## src/rtl/uart_cmd_rx.sv

```systemverilog
// 8N1 UART receiver that turns paddle keys into held button bits for the pong game.
// Raw received bytes and framing-error strobes are exported for debug.

module uart_hold_ctr #(
  parameter int unsigned HOLD_CLKS = 5_000_000
) (
  input  logic clk,
  input  logic reset_n,
  input  logic load_i,
  input  logic clr_i,
  output logic on_o
);
  localparam int HW = $clog2(HOLD_CLKS + 1);

  logic [HW-1:0] cnt_q, cnt_d;

  // A reload wins over a clear so a key always restarts its own hold.
  always_comb begin
    cnt_d = cnt_q;
    if (load_i)            cnt_d = HW'(HOLD_CLKS);
    else if (clr_i)        cnt_d = '0;
    else if (cnt_q != '0)  cnt_d = cnt_q - HW'(1);
  end

  always_ff @(posedge clk or negedge reset_n) begin
    if (!reset_n) cnt_q <= '0;
    else          cnt_q <= cnt_d;
  end

  assign on_o = (cnt_q != '0);
endmodule

module uart_cmd_rx #(
  parameter int unsigned CLK_HZ    = 100_000_000,
  parameter int unsigned BAUD      = 9_600,
  parameter int unsigned HOLD_CLKS = 5_000_000
) (
  input  logic       clk,
  input  logic       reset_n,
  input  logic       rx,
  output logic [3:0] btn,
  output logic [7:0] rx_byte,
  output logic       rx_valid,
  output logic       frame_err
);
  localparam int unsigned CPB  = CLK_HZ / BAUD;
  localparam int unsigned HALF = CPB / 2;
  localparam int          CW   = $clog2(CPB + 1);

  typedef enum logic [2:0] {S_IDLE, S_START, S_DATA, S_STOP, S_BREAK} state_e;

  state_e        state_q;
  logic [1:0]    sync_q;
  logic [CW-1:0] cnt_q;
  logic [2:0]    bit_q;
  logic [7:0]    shift_q, rx_byte_q;
  logic          rx_valid_q, frame_err_q;
  logic          rx_s;

  // Preset to the idle level so reset release never looks like a start edge.
  always_ff @(posedge clk or negedge reset_n) begin
    if (!reset_n) sync_q <= 2'b11;
    else          sync_q <= {sync_q[0], rx};
  end
  assign rx_s = sync_q[1];

  always_ff @(posedge clk or negedge reset_n) begin
    if (!reset_n) begin
      state_q     <= S_IDLE;
      cnt_q       <= '0;
      bit_q       <= '0;
      shift_q     <= '0;
      rx_byte_q   <= '0;
      rx_valid_q  <= 1'b0;
      frame_err_q <= 1'b0;
    end else begin
      rx_valid_q  <= 1'b0;
      frame_err_q <= 1'b0;
      case (state_q)
        S_IDLE: if (!rx_s) begin
          state_q <= S_START;
          cnt_q   <= '0;
          bit_q   <= '0;
        end
        S_START: if (cnt_q == CW'(HALF - 1)) begin
          cnt_q   <= '0;
          state_q <= rx_s ? S_IDLE : S_DATA;
        end else cnt_q <= cnt_q + CW'(1);
        S_DATA: if (cnt_q == CW'(CPB - 1)) begin
          cnt_q   <= '0;
          shift_q <= {rx_s, shift_q[7:1]};
          bit_q   <= bit_q + 3'd1;
          if (bit_q == 3'd7) state_q <= S_STOP;
        end else cnt_q <= cnt_q + CW'(1);
        S_STOP: if (cnt_q == CW'(CPB - 1)) begin
          cnt_q <= '0;
          if (rx_s) begin
            rx_byte_q  <= shift_q;
            rx_valid_q <= 1'b1;
            state_q    <= S_IDLE;
          end else begin
            frame_err_q <= 1'b1;
            state_q     <= S_BREAK;
          end
        end else cnt_q <= cnt_q + CW'(1);
        // A held break must not be re-read as a stream of start bits.
        S_BREAK: if (rx_s) state_q <= S_IDLE;
        default: state_q <= S_IDLE;
      endcase
    end
  end

  // Decode on the same edge that raises rx_valid so btn moves with it.
  logic       good_stb;
  logic [7:0] lc;
  logic [3:0] load, clr;

  assign good_stb = (state_q == S_STOP) && (cnt_q == CW'(CPB - 1)) && rx_s;
  assign lc       = (shift_q >= 8'h41 && shift_q <= 8'h5A) ? (shift_q | 8'h20) : shift_q;
  assign load     = good_stb ? {lc == 8'h6B, lc == 8'h69, lc == 8'h73, lc == 8'h77} : 4'b0;
  assign clr      = (good_stb && lc == 8'h20) ? 4'hF : {load[2], load[3], load[0], load[1]};

  for (genvar g = 0; g < 4; g++) begin : g_hold
    uart_hold_ctr #(.HOLD_CLKS(HOLD_CLKS)) u_hold (
      .clk    (clk),
      .reset_n(reset_n),
      .load_i (load[g]),
      .clr_i  (clr[g]),
      .on_o   (btn[g])
    );
  end

  assign rx_byte   = rx_byte_q;
  assign rx_valid  = rx_valid_q;
  assign frame_err = frame_err_q;
endmodule

```

## config.mk

```make
export PLATFORM = sky130hd
export DESIGN_NAME = uart_cmd_rx
export DESIGN_NICKNAME = d
export VERILOG_FILES = /design/src/rtl/uart_cmd_rx.sv
export SDC_FILE = /design/constraint.sdc
export NUM_CORES = 1
export LEC_CHECK = 0
export CAP_MARGIN = 20
export CORE_MARGIN = 4
export CORE_UTILIZATION = 35
export DETAILED_ROUTE_END_ITERATION = 16
export SLEW_MARGIN = 20
export SYNTH_ARGS = -nofsm -noshare
export SYNTH_HDL_FRONTEND = slang
export SYNTH_SLANG_ARGS = --single-unit
```

## constraint.sdc

```tcl
create_clock -name clk -period 3.8 [get_ports clk]
set_input_delay 0.76 -clock clk [delete_from_list [all_inputs] [get_ports clk]]
set_output_delay 0.76 -clock clk [all_outputs]
set_load 0.02 [all_outputs]
```

==> implementation parameters, run 1 <==
Parameter                              Value

Run status
  Status    finished clean

Setup path
  Dominant delay contributor by cell family on the critical path    simple AND/OR/NAND/NOR gates
  Critical path launch point    g_hold[3].u_hold.cnt_q[17]$_DFFE_PN0P_
  Critical register-to-register path endpoint    g_hold[3].u_hold.cnt_q[18]$_DFFE_PN0P_
  Max stage delay cell, worst path    or4_1
  Startpoint of the most critical register-to-register path    cnt_q[0]$_DFFE_PN0P_
  Category of the worst setup path launch point    flip-flop
  Worst-path cell chain    or4_1 > or4_4 > or3_1 > clkdlybuf4s50_1
  Crit path buffers/inverters    1
  Crit Path Category    flip-flop to output port
  Max Fanout on Critical Path    8
  Sort of element at the end of the critical path    output port
  R2R depth    6
  Data required time of the critical path    3.04 ns
  Flop-to-flop setup slack    1.22 ns
  WP data arrival    2.91 ns
  Highest cell delay on the worst timing path    0.58 ns

Place
  Global placer's final weighted congestion    0.791
  Buffers added on ports    16
  Post-DP HPWL    10.0 mm

Global routing
  Maximum number of pins on one net before global-route repair    109
  Number of global-route vias before repair    5287
  Global-route wire length before repair    25.7 mm
  Total overflow reported by the global router    0
  Total track usage    0.145
  Initial antenna violation count    0

Hold path
  HP Start    sync_q[0]$_DFF_PN1_
  Worst Hold Class    flip-flop to flip-flop
  Number of instances on the worst hold path    0
  Hold Crit Endpoint    sync_q[1]$_DFF_PN1_

Synthesis
  Sequential area share after synthesis    0.482
  Top FF cell, synth    dfrtp_1
  Synthesized area per cell    9.61 um2
  Number of instances in the synthesized netlist    a little over 700
  Post-synthesis async set-or-reset flop share    1.00
  Count of warnings emitted by yosys    0
  Area of the mapped netlist    0.00685 mm2
  Synthesized flop and latch total    roughly 130
  Number of synthesized flops with an enable pin    0
  Number of different library cells in the post-synthesis netlist    approximately 60
  Syn nets    723

CTS
  Clock latency at the later pin of the worst-skew pair    0.42 ns
  CTS clk-pin slew, worst paths    0.06 ns
  CTS sink count    132
  TritonCTS buffer count    17
  TritonCTS clock tree    yes
  Hold buffers post-CTS    0
  Maximum buffer depth of the clock tree    2
  Root buffer cell    clkbuf_16
  H-tree Lvls    4

Route
  Average wire per standard cell    14.9 um
  Number of DRC violations after detailed-routing iteration 0    340
  Antenna violation net count after detailed routing    0
  Count of unresolved DRC violations after routing    0
  Via-per-instance ratio    5.26
  Number of vias in the routed layout    5289
  Number of iterations in the first detailed-routing pass    5
  Total wire length    15.0 mm

Timing
  Share of the clock period used by the worst path    0.965
  Post-layout minimum cycle time    roughly 3.7 ns
  Final hold vios    0
  Setup TNS Final    0 ns
  RSZ-0062 raised after global routing    false
  Worst Max-Slew Pin Slew    0.860 ns
  Relative slew margins    0.422
  Number of pins exceeding their max-slew limit in the final report    0
  Number of endpoints failing setup at the final stage    0
  Final hold slack    0.359 ns
  Clock Skew    0.00900 ns
  FMAX    273 MHz

Final layout
  Share of cells above drive strength 1    0.115
  Leading cell type in the layout, fill and taps excluded    dfrtp_1
  Diode count    0
  Net count, final    roughly 740
  Layout Area Growth over Synthesis    16.8%
  Leading cell types in the layout, fill and taps excluded    130 x dfrtp_1, 96 x nor2_1, 42 x o21ai_0

Die
  Standard-cell row count    50
  Area of the core    between 0.015 and 0.02 mm2
  X dimension of the die    148 um
  Chip height    148 um
  Initial standard-cell utilization of the core    0.362
  Total I/O pin count    17
  Die Outline Area    0.0219 mm2

Power
  Leakage dissipation    3.85 nW
  Peak supply drop    between 0.3 and 0.4 mV
  PwrDens    401 mW/mm2
  Power, Total    around 0.0032 W

Run
  Max-capacitance violation count    0
==> state kept, by name, indices dropped and copies added, names as in the netlist <==
register and count:
g_hold.u_hold.cnt_q 92, rx_valid 1, cnt_q 14, shift_q 8
state_q 3, bit_q 3, sync_q 2, frame_err 1
rx_byte 8
==> worst max path at each step <==
stage,end,slack [ns],cells after the start
after CTS,btn[3],0.007,4
after global placement,btn[3],0.53,4
after global routing,btn[3],0.05,4
after detailed placement,btn[3],0.49,4
final,btn[3],0.13,4
after floorplan,btn[2],0.73,7
==> layout make-up <==
| cell class | instances | area (um2) |
|---|---|---|
| tap | 260 | 325 |
| fill | 1823 | 11000 |
| multi-input combinational | 531 | 3360 |
| clock buffer | 18 | 439 |
| clock inverter | 14 | 203 |
| sequential | 132 | 3310 |
| inverter | 16 | 60.1 |
| timing repair buffer | 35 | 309 |
==> cells by family (layout without fill, tap and decap cells) <==
kind of cell	after synthesis	count (layout)	share of synthesized area
AOI/OAI and AO/OA	130	130	0.118
xor gates and xnor gates	72	72	0.0920
adders and majority gates	7	7	0.0128
buffers and inverters	50	83	0.0312
DFF	132	132	0.482
muxes	16	16	0.0256
and+or+nand+nor	306	306	0.238
==> routing by layer <==
layer	wire length, um	share of wire	GRT usage
met5	0	0	0
met2	7130	0.48	0.236
met4	225	0.015	0.0554
met3	363	0.024	0.0288
met1	7280	0.49	0.192
==> power breakdown <==
group	internal [W]	switching, W	total, W
registers	0.00141	0.00000128	0.00141
clock network	0.00112	0.000648	0.00177
logic	0.00000374	0.0000271	0.0000308
==> cell usage after synthesis (4+ instances only) <==
cell | count | area [um2]
nor4b_1 | 6 | 52.6
nand4_1 | 8 | 50.1
nor2_1 | 96 | 360
dfrtp_1 | 130 | 3250
or3_1 | 22 | 138
or2_2 | 9 | 56.3
a31oi_1 | 4 | 25.0
o31ai_1 | 8 | 60.1
and4_1 | 5 | 43.8
nor3_1 | 29 | 145
a21oi_1 | 35 | 175
o211ai_1 | 9 | 67.6
xor2_1 | 32 | 280
clkbuf_1 | 24 | 90.1
mux2i_1 | 4 | 40.0
mux2_2 | 12 | 135
nor4_1 | 23 | 144
and3_1 | 10 | 62.6
nand3_1 | 19 | 95.1
nor3b_1 | 5 | 37.5
a211oi_1 | 7 | 52.6
ha_1 | 7 | 87.6
buf_4 | 4 | 30.0
o21ai_0 | 42 | 210
nor2b_1 | 5 | 31.3
or4_1 | 19 | 143
nand2_1 | 31 | 116
inv_1 | 15 | 56.3
nand2b_1 | 4 | 25.0
xnor2_1 | 40 | 350
==> through the flow <==
step	instance area (um2)	utilization	worst slack [ns]	instances
2_1_floorplan	6850	-	0.732	713
3_3_place_gp	7340	0.387	0.531	974
3_5_place_dp	7340	0.387	0.490	974
4_1_cts	7980	0.421	0.00701	1006
5_1_grt	8000	0.422	0.0451	1006
6_report	8000	0.422	0.133	1006
==> timing repair <==
action	in CTS	in global routing
setup buffers	0	0
endpoints found under the hold margin	0	0
setup endpoints to repair	0	3
gates resized for setup	0	5
(Power assumes the default switching activity.)
==> inputs of run 2 (changes only) <==
--- a/config.mk
+++ b/config.mk
@@ -12,4 +12,5 @@
 export SLEW_MARGIN = 20
 export SYNTH_ARGS = -nofsm -noshare
 export SYNTH_HDL_FRONTEND = slang
+export SYNTH_HIERARCHICAL = 1
 export SYNTH_SLANG_ARGS = --single-unit
==> run 2 against run 1 <==
Net effect:
- sequential cell count did not move
- setup slack better by 0.17 ns
- sequential power barely moved
- design area up 4.3%
- synthesized cell count is 0.56% lower
- sequential share of layout area fell by 1.7 points
- core utilization fell by 1.1 points
- via count fell by 1.6%
- clock power shrank 7%
- clock skew rose by 0.00057 ns
- maximum frequency increased by 4.8%
==> implementation parameters, run 2 <==
Parameter                              Value

Place
  Number of instances in the placed design    984 (+1.0%)
  DP Worst Slack    0.734 ns (+0.243 ns)
  Buffers added on ports    16 (unchanged)
  Post-DP HPWL    9.51 mm (-5.3%)
  Global placer's final weighted congestion    0.776 (-1.9%)

Power
  Leakage dissipation    3.93 nW (+2.2%)
  Power, Total    0.00308 W (-4.1%)
  Peak supply drop    0.270 mV (-13%)
  PwrDens    369 mW/mm2 (-8.0%)

Setup path
  Worst-path cell chain    inv_1 > ha_1 > or4b_4 > nor4b_4 > buf_4 > nand2_2 > clkdlybuf4s50_1
  Crit Path Category    flip-flop to output port
  Sort of element at the end of the critical path    output port
  Max stage delay cell, worst path    clkdlybuf4s50_1
  Max Fanout on Critical Path    11 (+3)
  WP data arrival    2.74 ns (-0.17 ns)
  Highest cell delay on the worst timing path    0.56 ns (-0.02 ns)
  Data required time of the critical path    3.04 ns (about the same)
  Category of the worst setup path launch point    flip-flop

Global routing
  Initial antenna violation count    0 (unchanged)
  Maximum number of pins on one net before global-route repair    69 (-37%)
  Total overflow reported by the global router    0 (unchanged)
  Number of global-route vias before repair    5287 (unchanged)
  Global-route wire length before repair    25.9 mm (+1.0%)
  Total track usage    0.132 (-0.0131)

Timing
  Final WS setup    0.302 ns (+0.169 ns)
  Share of the clock period used by the worst path    0.921 (-0.0444)
  FMAX    286 MHz (+4.8%)
  Final hold slack    0.341 ns (-0.0179 ns)
  Number of endpoints failing setup at the final stage    0 (unchanged)
  Relative slew margins    0.329 (-0.0928)
  Setup TNS Final    0 ns (unchanged)
  Worst Max-Slew Pin Slew    1.01 ns (+0.147 ns)
  Post-layout minimum cycle time    3.50 ns (-0.169 ns)
  RSZ-0062 raised after global routing    false
  Number of pins exceeding their max-slew limit in the final report    0 (unchanged)
  Clock Skew    0.00957 ns (+0.000567 ns)
  Final hold vios    0 (unchanged)

Synthesis
  Number of different library cells in the post-synthesis netlist    61 (unchanged)
  Post-synthesis share of cell area spent on xor and xnor gates    0.0797 (-0.0124)
  Basic-gate share of the synthesized area counting and, or, nand and nor cells    0.246 (+0.00777)
  Synthesized-area fraction occupied by ao, oa, aoi and oai cells    0.154 (+0.0367)
  Yosys top cell area share    0.448 (-0.0264)
  Area of the mapped netlist    0.00726 mm2 (+5.9%)
  Most numerous cell in the Yosys netlist    dfrtp_1
  Number of instances in the synthesized netlist    709 (-0.56%)
  Top cells by count, synth    130 x dfrtp_1, 101 x nor2_1, 56 x xnor2_1, 47 x nand2_1, 41 x a21oi_1
  Synthesized area per cell    10.2 um2 (+6.5%)
  Synth top area cells    dfrtp_1 45%, xnor2_1 6.8%, nor2_1 5.2%
  Synthesized flop and latch total    132 (unchanged)
  Top FF cell, synth    dfrtp_1
  Post-synthesis async set-or-reset flop share    1.00 (unchanged)
  Count of warnings emitted by yosys    6 (+6)
  Sequential area share after synthesis    0.456 (-0.0269)
  Main combinational cell family by area after synthesis    simple AND/OR/NAND/NOR gates
  Syn nets    719 (-0.55%)
  Cell taking the most area after synthesis    dfrtp_1
  Number of synthesized flops with an enable pin    0 (unchanged)
  Adder and majority cell fraction of the synthesized area    0.0121 (-0.000712)
  Portion of netlist area occupied by mux cells    0.0253 (-0.000217)

Die
  Initial standard-cell utilization of the core    0.357 (-0.00402)
  Area of the core    0.0203 mm2 (+7.1%)
  Chip height    152 um (+2.8%)
  X dimension of the die    152 um (+2.8%)
  Die Outline Area    0.0231 mm2 (+5.6%)
  Standard-cell row count    52 (+4.0%)
  Total I/O pin count    17 (unchanged)

CTS
  CTS clk-pin slew, worst paths    0.06 ns (about the same)
  TritonCTS clock tree    yes
  H-tree Lvls    4 (unchanged)
  Count of buffers added by post-CTS timing repair for setup    0 (unchanged)
  TritonCTS buffer count    17 (unchanged)
  Clock latency at the later pin of the worst-skew pair    0.42 ns (about the same)
  Hold buffers post-CTS    0 (unchanged)
  Maximum buffer depth of the clock tree    2 (unchanged)
  Root buffer cell    clkbuf_16
  Number of instances resized during post-cts repair    0 (unchanged)
  CTS sink count    132 (unchanged)

Run status
  Status    finished clean

Route
  Antenna violation net count after detailed routing    0 (unchanged)
  Number of vias in the routed layout    5203 (-1.6%)
  Average wire per standard cell    14.3 um (-4.4%)
  Number of iterations in the first detailed-routing pass    4 (-1)
  Count of unresolved DRC violations after routing    0 (unchanged)
  Total wire length    14.5 mm (-3.5%)
  Via-per-instance ratio    5.13 (-2.5%)
  Number of DRC violations after detailed-routing iteration 0    240 (-29%)

Final layout
  Registers with the most flip-flops    g_hold.u_hold/cnt_q: 92 flops, cnt_q: 14 flops
  FILL cells    1983 (+8.8%)
  Number of flip-flops in the largest register    92 (unchanged)
  Share of cells above drive strength 1    0.174 (+0.0592)
  Layout Area Growth over Synthesis    15.0%
  Diode count    0 (unchanged)
  Most flop-heavy register    g_hold.u_hold/cnt_q
  Fin cells    1015 (+0.89%)
  Net count, final    743 (unchanged)
  Leading cell types in the layout, fill and taps excluded    130 x dfrtp_1, 101 x nor2_1, 56 x xnor2_1
  Leading cell type in the layout, fill and taps excluded    dfrtp_1

Run
  Max-capacitance violation count    0 (unchanged)

Hold path
  Worst Hold Class    input pin to asynchronous set/reset pin
==> run 2: changes by cell type after synthesis, moves of 9 or more <==
cell	change
o21bai_1	+31
o21ai_0	-29
xor2_1	-22
nand2_1	+16
xnor2_1	+16
nor4_1	-13
or3_1	-12
or4_1	-11
a2111oi_0	+10
a31o_2	+9
and3_1	-9
==> run 2: power by group <==
part	switching, W	internal [W]
combinational	0.0000278	0.00000448
clock	0.000622	0.00102
sequential	0.00000172	0.00141
total	0.000652	0.00243
==> run 2: per-layer routing <==
metal	vias up	share of wire	global-route usage
met3	14	0.033	0.0350
li1	2614	-	-
met5	-	0	0
met2	74	0.45	0.205
met1	2501	0.50	0.182
met4	0	0.011	0.0381
==> run 2: final cells by class <==
class / instances / area (um2) / share of cell area
Sequential cell: 132 / 3310 / 0.396
Timing Repair Buffer: 33 / 302 / 0.0361
Tap cell: 270 / 338 / 0.0405
Inverter: 13 / 48.8 / 0.00585
Clock buffer: 20 / 467 / 0.0559
Multi-Input combinational cell: 536 / 3760 / 0.450
Clock inverter: 11 / 128 / 0.0153
==> run 2: path summary, 6_finish.rpt <==
| path | from | end | slack (ns) | cells after the start |
|---|---|---|---|---|
| setup / recovery | g_hold[1].u_hold/cnt_q[0]$_DFFE_PN0P_ | btn[1] | 0.30 | 7 |
| hold / removal | reset_n | g_hold[2].u_hold/cnt_q[2]$_DFFE_PN0P_ | 0.34 | 1 |
| setup reg to reg | cnt_q[0]$_DFFE_PN0P_ | g_hold[3].u_hold/cnt_q[21]$_DFFE_PN0P_ | 0.77 | 9 |
| hold reg to reg | sync_q[0]$_DFF_PN1_ | sync_q[1]$_DFF_PN1_ | 0.35 | 0 |
| max in group asynchronous | reset_n | g_hold[1].u_hold/cnt_q[15]$_DFFE_PN0P_ | 2.67 | 2 |
| min in group clk | sync_q[0]$_DFF_PN1_ | sync_q[1]$_DFF_PN1_ | 0.35 | 0 |
==> run 2: per-stage QoR <==
step	area, um2	util
2_1_floorplan	7260	-
6_report	8340	0.411
3_5_place_dp	7750	0.382
5_1_grt	8340	0.411
4_1_cts	8340	0.411
3_3_place_gp	7750	0.382
==> run 2: worst max-delay path: cells and delay by family (launching register included) <==
family,cells,cell delay [ns]
fa+ha+maj,1,0.20
simple gates,3,0.84
flops,1,0.41
buf+inv,3,0.85
==> run 2: logic make-up (layout without fill, tap and decap cells) <==
| family | count (synthesis) | after routing |
|---|---|---|
| AO/OA/AOI/OAI | 152 | 152 |
| multiplexers | 16 | 16 |
| XOR/XNOR | 66 | 66 |
| adder cells (fa/ha/maj) | 7 | 7 |
| AND/OR/NAND/NOR | 295 | 295 |
| flip-flops | 132 | 132 |
| buffers and inverters | 41 | 77 |
==> inputs of run 3 (changes only) <==
--- a/config.mk
+++ b/config.mk
@@ -9,6 +9,7 @@
 export CORE_MARGIN = 4
 export CORE_UTILIZATION = 35
 export DETAILED_ROUTE_END_ITERATION = 16
+export DONT_BUFFER_PORTS = 1
 export SLEW_MARGIN = 20
 export SYNTH_ARGS = -nofsm -noshare
 export SYNTH_HDL_FRONTEND = slang
==> run 3 against run 2 <==
Net effect:
- register-to-register slack worse by 0.03 ns
- setup slack better by 0.37 ns
- maximum frequency is 12% higher
- critical path depth is 4 lower
- non-clock buffer count is 23 lower
- design area is 2.6% lower
- die area stayed put
- critical endpoint unchanged
==> implementation parameters, run 3 (same netlist as run 2, synthesis figures left out) <==
Parameter                              Value

Power
  Peak supply drop    0.266 mV (-1.5%)
  Power, Total    0.00307 W (-0.40%)
  Leakage dissipation    3.84 nW (-2.4%)
  PwrDens    378 mW/mm2 (+2.3%)

Die
  X dimension of the die    152 um (unchanged)
  Area of the core    0.0203 mm2 (unchanged)
  Die Outline Area    0.0231 mm2 (unchanged)
  Chip height    152 um (unchanged)
  Standard-cell row count    52 (unchanged)
  Initial standard-cell utilization of the core    0.357 (unchanged)
  Total I/O pin count    17 (unchanged)

CTS
  Clock latency at the later pin of the worst-skew pair    0.42 ns (about the same)
  TritonCTS clock tree    yes
  Number of instances resized during post-cts repair    0 (unchanged)
  H-tree Lvls    4 (unchanged)
  Hold buffers post-CTS    0 (unchanged)
  Root buffer cell    clkbuf_16
  TritonCTS buffer count    17 (unchanged)
  CTS clk-pin slew, worst paths    0.06 ns (about the same)
  Count of buffers added by post-CTS timing repair for setup    0 (unchanged)
  CTS sink count    132 (unchanged)
  Maximum buffer depth of the clock tree    2 (unchanged)

Route
  Number of vias in the routed layout    5180 (-0.44%)
  Number of iterations in the first detailed-routing pass    4 (unchanged)
  Detailed route wirelength on metal3    567 um (+19%)
  Number of DRC violations after detailed-routing iteration 0    300 (+25%)
  Routed length on met2    6.64 mm (+1.2%)
  Routed met1 length    7.09 mm (-2.5%)
  Count of unresolved DRC violations after routing    0 (unchanged)
  Via-per-instance ratio    5.22 (+1.8%)
  Antenna violation net count after detailed routing    0 (unchanged)
  Average wire per standard cell    14.7 um (+2.7%)
  Total wire length    14.5 mm (+0.49%)
  Uppermost layer routed    met4

Setup path
  Category of the worst setup path launch point    flip-flop
  Max Fanout on Critical Path    11 (unchanged)
  WP data arrival    2.37 ns (-0.37 ns)
  Data required time of the critical path    3.04 ns (about the same)
  R2R depth    8 (-1)
  Critical Path Stages    3 (-4)
  Max stage delay cell, worst path    or4_1
  Dominant delay contributor by cell family on the critical path    simple AND/OR/NAND/NOR gates
  Crit Path Category    flip-flop to output port
  Crit path buffers/inverters    0 (-3)
  Highest cell delay on the worst timing path    0.64 ns (+0.08 ns)
  Sort of element at the end of the critical path    output port
  Worst-path cell chain    or4_1 > nor4_4 > nand2_2

Final layout
  Leading cell type in the layout, fill and taps excluded    dfrtp_1
  Most flop-heavy register    g_hold.u_hold/cnt_q
  Leading cell types in the layout, fill and taps excluded    130 x dfrtp_1, 101 x nor2_1, 56 x xnor2_1
  Registers with the most flip-flops    g_hold.u_hold/cnt_q: 92 flops, cnt_q: 14 flops
  Fin cells    993 (-2.2%)
  Total non-filler cell area in the finished layout    0.00812 mm2 (-2.6%)
  Layout Area Growth over Synthesis    11.9%
  Diode count    0 (unchanged)
  Number of flip-flops in the largest register    92 (unchanged)
  Share of cells above drive strength 1    0.167 (-0.00714)
  Net count, final    720 (-3.1%)

Timing
  Clock Skew    0.00937 ns (-0.000204 ns)
  Final hold slack    0.0441 ns (-0.297 ns)
  Final hold vios    0 (unchanged)
  Worst Max-Slew Pin Slew    1.01 ns (+0.00221 ns)
  Share of the clock period used by the worst path    0.824 (-0.0969)
  RSZ-0062 raised after global routing    false
  Number of endpoints failing setup at the final stage    0 (unchanged)
  Number of pins exceeding their max-slew limit in the final report    0 (unchanged)
  Post-layout minimum cycle time    3.13 ns (-0.368 ns)
  Relative slew margins    0.327 (-0.00147)
  Setup TNS Final    0 ns (unchanged)
  FMAX    320 MHz (+12%)

Global routing
  Number of global-route vias before repair    5126 (-3.0%)
  Initial antenna violation count    0 (unchanged)
  Total track usage    0.131 (-0.000613)
  Total overflow reported by the global router    0 (unchanged)
  Global-route wire length before repair    25.5 mm (-1.5%)
  Maximum number of pins on one net before global-route repair    133 (+93%)

Run
  Max-capacitance violation count    0 (unchanged)

Place
  Global placer's final weighted congestion    0.791 (+1.9%)
  Standard cell area after detailed placement    0.00752 mm2 (-2.9%)
  Post-DP HPWL    9.55 mm (+0.41%)
  Buffers added on ports    0 (-16)
  Number of instances in the placed design    961 (-2.3%)

Hold path
  Worst Hold Class    input pin to asynchronous set/reset pin

Run status
  Status    finished clean
## run 3: per-stage QoR
step	util	setup slack, ns
5_1_grt	0.400	0.466
6_report	0.400	0.670
4_1_cts	0.400	0.666
3_5_place_dp	0.371	0.677
3_3_place_gp	0.371	0.811
2_1_floorplan	-	1.01
## run 3: final cells by class
| class | instances | area, um2 |
|---|---|---|
| Inverter | 13 | 48.8 |
| Clock inverter | 12 | 154 |
| Sequential cell | 132 | 3310 |
| Clock buffer | 20 | 447 |
| Timing Repair Buffer | 10 | 75.1 |
| Tap cell | 270 | 338 |
| Fill cell | 2014 | 12200 |
| Multi-Input combinational cell | 536 | 3760 |
## run 3: final timing paths
kind                                                              from  slack [ns]                                     end
max in group asynchronous                                      reset_n        3.50                     sync_q[1]$_DFF_PN1_
worst max-delay path            g_hold[1].u_hold/cnt_q[18]$_DFFE_PN0P_        0.67                                  btn[1]
worst max register to register                    cnt_q[0]$_DFFE_PN0P_        0.74  g_hold[2].u_hold/cnt_q[15]$_DFFE_PN0P_
min in group clk                                                    rx        0.34                     sync_q[0]$_DFF_PN1_
worst min-delay path                                           reset_n        0.04  g_hold[2].u_hold/cnt_q[16]$_DFFE_PN0P_
worst min register to register                     sync_q[0]$_DFF_PN1_        0.35                     sync_q[1]$_DFF_PN1_
## run 3: routing by layer
metal	track usage	up-vias
met5	0	-
met4	0.0454	0
met3	0.0367	20
met2	0.205	56
met1	0.176	2543
li1	-	2561
## run 3: report_power, final
part	total [W]	switching [W]	internal, W
sequential	0.00141	0.00000173	0.00141
combinational	0.000000899	0.000000427	0.000000471
clock	0.00166	0.000609	0.00105
